## src/rtl/mux_nx1_pipe.sv

```systemverilog
// N-input operand select with per-transaction field extract, registered behind a
// valid/ready handshake with a 2-entry skid buffer. Optional feature: MUX_SEL_ERR_EN.
module mux_nx1_pipe #(
    parameter int WIDTH   = 32,
    parameter int N       = 3,
    parameter int FIELD_W = 3,
    localparam int SEL_W  = (N > 2) ? $clog2(N) : 1
) (
    input  logic               CLK,
    input  logic               RESET,
    input  logic               IN_VALID,
    output logic               IN_READY,
    input  logic [SEL_W-1:0]   SELECT,
    input  logic [1:0]         MODE,
    input  logic [N*WIDTH-1:0] DATA_IN,
    output logic               OUT_VALID,
    input  logic               OUT_READY,
    output logic [WIDTH-1:0]   DATA_OUT,
`ifdef MUX_SEL_ERR_EN
    output logic               SEL_ERR,
`endif
    output logic [SEL_W-1:0]   OUT_SEL
);

    typedef enum logic [1:0] {StEmpty, StOne, StTwo} state_e;

    state_e             state_q, state_d;
    logic               in_ready_q;
    logic               out_valid_q;
    logic [WIDTH-1:0]   data_q;
    logic [SEL_W-1:0]   sel_q;
    logic [WIDTH-1:0]   skid_data_q;
    logic [SEL_W-1:0]   skid_sel_q;

    logic [WIDTH-1:0]   word;
    logic [WIDTH-1:0]   ext;
    logic               accept;
    logic               push;
    logic               pop;

    // Out-of-range SELECT leaves word at zero.
    always_comb begin
        word = '0;
        for (int k = 0; k < N; k++) begin
            if (int'(SELECT) == k) begin
                word = DATA_IN[k*WIDTH +: WIDTH];
            end
        end
    end

    always_comb begin
        ext = '0;
        case (MODE)
            2'b00: ext = word;
            2'b01, 2'b10: begin
                // MODE[1] selects sign extension of the low field.
                for (int i = 0; i < WIDTH; i++) begin
                    ext[i] = (i < FIELD_W) ? word[i] : (MODE[1] & word[FIELD_W-1]);
                end
            end
            default: ext = '0;
        endcase
    end

    assign accept = IN_VALID && in_ready_q;
    assign pop    = out_valid_q && OUT_READY;

`ifdef MUX_SEL_ERR_EN
    logic in_range;
    logic sel_err_q;

    assign in_range = int'(SELECT) < N;
    // Out-of-range words complete the handshake but never occupy a buffer entry.
    assign push     = accept && in_range;
    assign SEL_ERR  = sel_err_q;

    always_ff @(posedge CLK) begin
        if (RESET) begin
            sel_err_q <= 1'b0;
        end else if (accept && !in_range) begin
            sel_err_q <= 1'b1;
        end
    end
`else
    assign push = accept;
`endif

    always_comb begin
        state_d = state_q;
        unique case (state_q)
            StEmpty: if (push) state_d = StOne;
            StOne: begin
                if (push && !pop) begin
                    state_d = StTwo;
                end else if (pop && !push) begin
                    state_d = StEmpty;
                end
            end
            StTwo:   if (pop) state_d = StOne;
            default: state_d = StEmpty;
        endcase
    end

    always_ff @(posedge CLK) begin
        if (RESET) begin
            state_q     <= StEmpty;
            in_ready_q  <= 1'b1;
            out_valid_q <= 1'b0;
            data_q      <= '0;
            sel_q       <= '0;
            skid_data_q <= '0;
            skid_sel_q  <= '0;
        end else begin
            state_q     <= state_d;
            in_ready_q  <= (state_d != StTwo);
            out_valid_q <= (state_d != StEmpty);
            unique case (state_q)
                StEmpty: begin
                    if (push) begin
                        data_q <= ext;
                        sel_q  <= SELECT;
                    end
                end
                StOne: begin
                    if (push && pop) begin
                        data_q <= ext;
                        sel_q  <= SELECT;
                    end else if (push) begin
                        skid_data_q <= ext;
                        skid_sel_q  <= SELECT;
                    end
                end
                StTwo: begin
                    // Skid word follows the output word; it never overtakes.
                    if (pop) begin
                        data_q <= skid_data_q;
                        sel_q  <= skid_sel_q;
                    end
                end
                default: begin
                    data_q <= '0;
                    sel_q  <= '0;
                end
            endcase
        end
    end

    assign IN_READY  = in_ready_q;
    assign OUT_VALID = out_valid_q;
    assign DATA_OUT  = data_q;
    assign OUT_SEL   = sel_q;

endmodule

```

## config.mk

```make
export PLATFORM = sky130hd
export DESIGN_NAME = mux_nx1_pipe
export DESIGN_NICKNAME = d
export VERILOG_FILES = /design/src/rtl/mux_nx1_pipe.sv
export SDC_FILE = /design/constraint.sdc
export NUM_CORES = 1
export LEC_CHECK = 0
export CAP_MARGIN = 30
export CORE_ASPECT_RATIO = 0.75
export CORE_MARGIN = 1.5
export CORE_UTILIZATION = 40
export DETAILED_ROUTE_END_ITERATION = 6
export GPL_ROUTABILITY_DRIVEN = 0
export PLACE_DENSITY = 0.83
export SYNTH_ARGS = -nofsm -noshare
export SYNTH_HDL_FRONTEND = slang
export SYNTH_SLANG_ARGS = --single-unit
export TNS_END_PERCENT = 100
```

## constraint.sdc

```tcl
create_clock -name CLK -period 1.95 [get_ports CLK]
set_input_delay 0.39 -clock CLK [delete_from_list [all_inputs] [get_ports CLK]]
set_output_delay 0.39 -clock CLK [all_outputs]
set_load 0.02 [all_outputs]
```

Word-level counts from Yosys, hierarchy flattened
Cells that the tools add are included.

word-level totals
  register bits after elaboration = 72
  input bits = 104
  output and inout port bits = 36
  word-level logic and storage cells = 50

cells by class
  equal/unequal tests = 10
  muxes and demuxes = 17
  bitwise gates (word level) = 2
  reductions and logical operators = 14

operators with widths
  kind                  count
  $mux W32              6
  $pmux W32 S3          1
  $pmux W32 S2          1
  $mux W2               7
  $pmux W2 S3           2
  $eq A2 B2 Y1 const B  4
  $ne A2 B2 Y1 const B  4
  $logic_not A2 Y1      3
  $reduce_and A3 Y1     2
  $logic_and A1 B1 Y1   5
  $eq A2 B1 Y1 const B  2
  $logic_not A1 Y1      2
  $reduce_bool A2 Y1    1
  $reduce_or A2 Y1      1
  $and A1 B1 Y1         1
  $not A1 Y1            1

Longest topological paths before layout
  depth after elaboration = 8
  mapped depth = 8
  gate-level depth less buffers = 6

Worst setup path after synthesis
Ideal clock, no wire load.

  path type = input to register
  start = in MODE[0]
  end = reg data_q[22], in the netlist DATA_OUT[22]
  library setup time = 0.083 ns
  data arrival time = 1.713 ns
  required time = 1.867 ns
  slack = 0.155 ns
  stages on the path = 7
  buffers on the path = 2
  cells stage by stage = inv_1 ha_1 and2_1 clkbuf_1 clkbuf_1 a22oi_1 o221ai_1

between the ends
  longest elaborated chain between the ends = 5
  elaborated cells on any way between the ends = 8
  classes of those cells = eq/ne: 2; mux: 4; reduce/logical: 2

ends and longest elaborated chain
  element                                              line      text
  start: declaration                                   14        input logic [1:0] MODE,
  $eq A2 B1 Y1 / $eq A2 B2 Y1 (equally long branches)  53        case (MODE)
  $reduce_or A2 Y1                                     53
  $pmux W32 S2 (*)                                     53
  $mux W32, on equally long branches                   125, 119
  $pmux W32 S3 (*)                                     117       unique case (state_q)
  end signal: assignment                               120       data_q <= ext;
  end signal: assignment                               126       data_q <= ext;
  end signal: assignment                               136       data_q <= skid_data_q;
  end: declaration                                     30        logic [WIDTH-1:0] data_q;

Every way passes the cells marked *; elsewhere a longest branch is shown, timed or not. The select of a mux whose other input is x is not followed.
A chain may end at the register's enable or synchronous reset.

Worst setup path after layout
  start = in MODE[0]
  end = reg skid_data_q[20]

between the ends
  longest elaborated chain between the ends = 3
  elaborated cells on any way between the ends = 5
  classes of those cells = eq/ne: 2; mux: 1; reduce/logical: 2

ends and longest elaborated chain
  element                                              line  text
  $eq A2 B1 Y1 / $eq A2 B2 Y1 (equally long branches)  53
  $reduce_or A2 Y1                                     53
  $pmux W32 S2 (*)                                     53
  end signal: assignment                               129   skid_data_q <= ext;
  end: declaration                                     32    logic [WIDTH-1:0] skid_data_q;

Every way passes the cells marked *; elsewhere a longest branch is shown, timed or not.

==> out/summary.txt <==
result of the run -> completed
area of combinational cells with multiple inputs -> 2248 µm²
row count -> 31
Worst Hold Path EP -> skid_data_q[0]
worst rel slew slack -> 42.60%
# placed instances -> 683
total of flip-flops plus latches after synthesis -> 72
number of nets in the layout -> 668
Die ar. -> 10,410 µm²
worst supply voltage drop on vdd -> 0.5334 mV
width of the die -> 117.3 µm
R2R Setup Slk -> 170 ps
number of buffers inserted to repair setup after CTS -> 0
period utilisation layout -> 95.84%
post-layout power -> 4747 µW
most area-hungry cell type in the Yosys netlist -> sky130_fd_sc_hd__dfxtp_1
clock network latency to the later pin of the worst-skew pair -> 330 ps
pre-CTS WS -> -251.7 ps
# diodes -> 0
Antenna Violating Nets Remaining -> 0
top cell type's share of synthesized area -> 36.77%
gr ovfl total -> 0
post-layout instance count excluding filler cells -> 699
number of levels the H-tree was split into -> 3
Min-Delay Path Class -> reg -> reg
post-synth design cell area -> 3920 µm²
part of the Yosys area used for sequential elements -> 36.77%
die height -> 88.73 µm
CP startpoint kind -> input pin
hold buffer count at cts -> 0
count of endpoints failing setup in the final report -> 0
fin worst setup slack -> 81.14 ps
number of gates resized after cts -> 0
length of the first detailed-routing pass in iterations -> 5
dpl cell area -> 5617 µm²
clk_skew -> 3.574 ps
biggest fanout along the worst timing path -> 29
required time at the endpoint of the critical path -> 2160 ps
kind of critical path -> in -> reg
via count of the first global-routing pass -> 3,949
share of final-layout standard cells stronger than drive strength 1 -> 12.52%
first-pass GRT wire length -> 19,730 µm
drt via density -> 5.684
tightest hold margin -> 455.0 ps
number of instances in the synthesized netlist -> 429
clock buffer depth -> 2
Synth Net Count -> 535
maximum capacitance violations -> 0
top-count cell post-synth -> sky130_fd_sc_hd__dfxtp_1
CTS tree -> done
number of failing hold endpoints at the final stage -> 0
minimum clock period -> 1869 ps
FF+latch area -> 1441 µm²
most numerous cell types in the synthesized netlist -> 72 x sky130_fd_sc_hd__dfxtp_1, 35 x sky130_fd_sc_hd__nand3_1, 33 x sky130_fd_sc_hd__mux2i_1, 33 x sky130_fd_sc_hd__nand3b_1, 31 x sky130_fd_sc_hd__o21ai_0
DRC violation total after the first TritonRoute iteration -> 286
RR Startpoint -> state_q[0]
All-Layer GR Usage -> 23.40%
I/O Buffers -> 139
I/O pin count -> 140
growth of design area from synthesis to finish -> 52.54%
number of buffers created by CTS -> 9
average footprint of a synthesized cell -> 9.138 µm²
prevailing post-synth register cell -> sky130_fd_sc_hd__dfxtp_1
filler cell count in the final layout -> 767
DPL Wire Length -> 8352 µm
DRC Markers -> 0
top area cells in the synthesized netlist -> sky130_fd_sc_hd__dfxtp_1 37%, sky130_fd_sc_hd__mux2i_1 8.4%, sky130_fd_sc_hd__o221ai_1 6.5%, sky130_fd_sc_hd__nand3b_1 6.3%, sky130_fd_sc_hd__a22oi_1 5.6%
fmax -> 535.1 MHz
worst hold path depth -> 2
number of antenna violations at the first check in global routing -> 0
setup repair after global routing missed its margin -> no
Pleak -> 0.002107 µW
measured slew at the worst slew-check pin -> 859.0 ps
CP Data Arrival Time -> 2080 ps
power density over the cells -> 793.9 nW/µm²
clk root buf -> sky130_fd_sc_hd__clkbuf_16
number of synthesized flops with an enable pin -> 0
Syn. warnings -> 0
maximum number of pins on one net before global-route repair -> 45
core area -> 9580 µm²
min-delay src -> skid_data_q[0]
Async S/R FF share, synth -> 0%
Max Transition Viols Final -> 0
number of cells on the worst reg-to-reg path -> 5
type of destination of the critical path -> register
clock sink total -> 72
average routed wire per standard cell -> 17.02 µm
Post-Route WL -> 11,900 µm
Initial Util -> 40.92%
clock transition at the registers of the reported paths -> 50 ps
number of distinct standard cells referenced by the synthesized netlist -> 36
finished layout cell area -> 5979 µm²
end of the worst register-to-register path -> skid_data_q[27]
via count -> 3,973
==> logic make-up after synthesis <==
| kind of cell | count (synthesis) | share of synthesized area (%) |
|---|---|---|
| simple gates | 130 | 19.63 |
| mux | 33 | 8.427 |
| buf+inv | 54 | 6.607 |
| flops | 72 | 36.77 |
| compound gates | 138 | 27.93 |
| fa+ha+maj | 2 | 0.6383 |
==> area by class of cell <==
cell class | instances | share of cell area, %
Multi-Input combinational cell | 303 | 37.60
Timing Repair Buffer | 172 | 29.34
Sequential cell | 72 | 24.11
Clock buffer | 11 | 4.227
Tap cell | 132 | 2.762
Clock inverter | 5 | 1.716
Inverter | 4 | 0.2511
==> routing by layer <==
layer	part of all wire (%)	GRT usage (%)	vias to the layer above
met2	48	40.75	181
met3	7.6	6.508	11
met5	0	0	-
li1	-	-	1897
met4	0.68	5.163	0
met1	44	29.38	1884
==> state kept, by name, indices dropped and copies added, names as in the netlist <==
register / cells
skid_data_q: 32
state_q: 2
OUT_VALID: 1
DATA_OUT: 32
skid_sel_q: 2
OUT_SEL: 2
IN_READY: 1
==> worst max path at each step <==
stage	startpoint	to	slack, ps	depth (start not counted)
floorplan	MODE[0]	DATA_OUT[22]	150	7
global placement	IN_VALID	skid_data_q[14]	-190	5
detailed placement	IN_VALID	skid_data_q[11]	-250	5
CTS	MODE[1]	DATA_OUT[0]	20	8
global route	MODE[0]	skid_data_q[18]	20	8
finish	MODE[0]	skid_data_q[20]	80	8
==> placed cells by master (no fill, tap or decap), types with 8 or more instances in the layout <==
cell,Yosys,final
sky130_fd_sc_hd__mux2i_1,33,33
sky130_fd_sc_hd__o2bb2ai_1,19,19
sky130_fd_sc_hd__dfxtp_1,72,72
sky130_fd_sc_hd__buf_12,0,10
sky130_fd_sc_hd__nand3b_1,33,33
sky130_fd_sc_hd__a22oi_1,29,28
sky130_fd_sc_hd__o221ai_1,29,29
sky130_fd_sc_hd__nand2b_1,29,29
sky130_fd_sc_hd__o2bb2ai_2,10,10
sky130_fd_sc_hd__o21ai_0,31,31
sky130_fd_sc_hd__a21oi_1,8,8
sky130_fd_sc_hd__clkdlybuf4s50_1,0,137
sky130_fd_sc_hd__clkbuf_16,0,9
sky130_fd_sc_hd__nand3_1,35,35
sky130_fd_sc_hd__nand2_1,14,14
sky130_fd_sc_hd__buf_4,5,23
==> critical path, stage by stage <==
cell and delay [ps]:
sky130_fd_sc_hd__clkdlybuf4s50_1 480, sky130_fd_sc_hd__inv_1 50, sky130_fd_sc_hd__ha_1 300, sky130_fd_sc_hd__and2_1 190
sky130_fd_sc_hd__buf_12 170, sky130_fd_sc_hd__a22oi_1 270, sky130_fd_sc_hd__buf_4 170, sky130_fd_sc_hd__o2bb2ai_2 40
==> report_power, final <==
| part | leakage [µW] | total (µW) | internal, µW | switching [µW] |
|---|---|---|---|---|
| Sequential | 0.000583 | 1620 | 1550 | 63.9 |
| Clock | 0.000172 | 1940 | 1320 | 624 |
| Combinational | 0.00135 | 1190 | 593 | 594 |
==> metrics by stage <==
stage / util, % / setup TNS, ps
6_report: 62.41 / 0
3_3_place_gp: 58.63 / -9493
4_1_cts: 62.34 / 0
3_5_place_dp: 58.63 / -12570
5_1_grt: 62.41 / 0
2_1_floorplan: - / 0
Power figures use the tool's default switching activity.
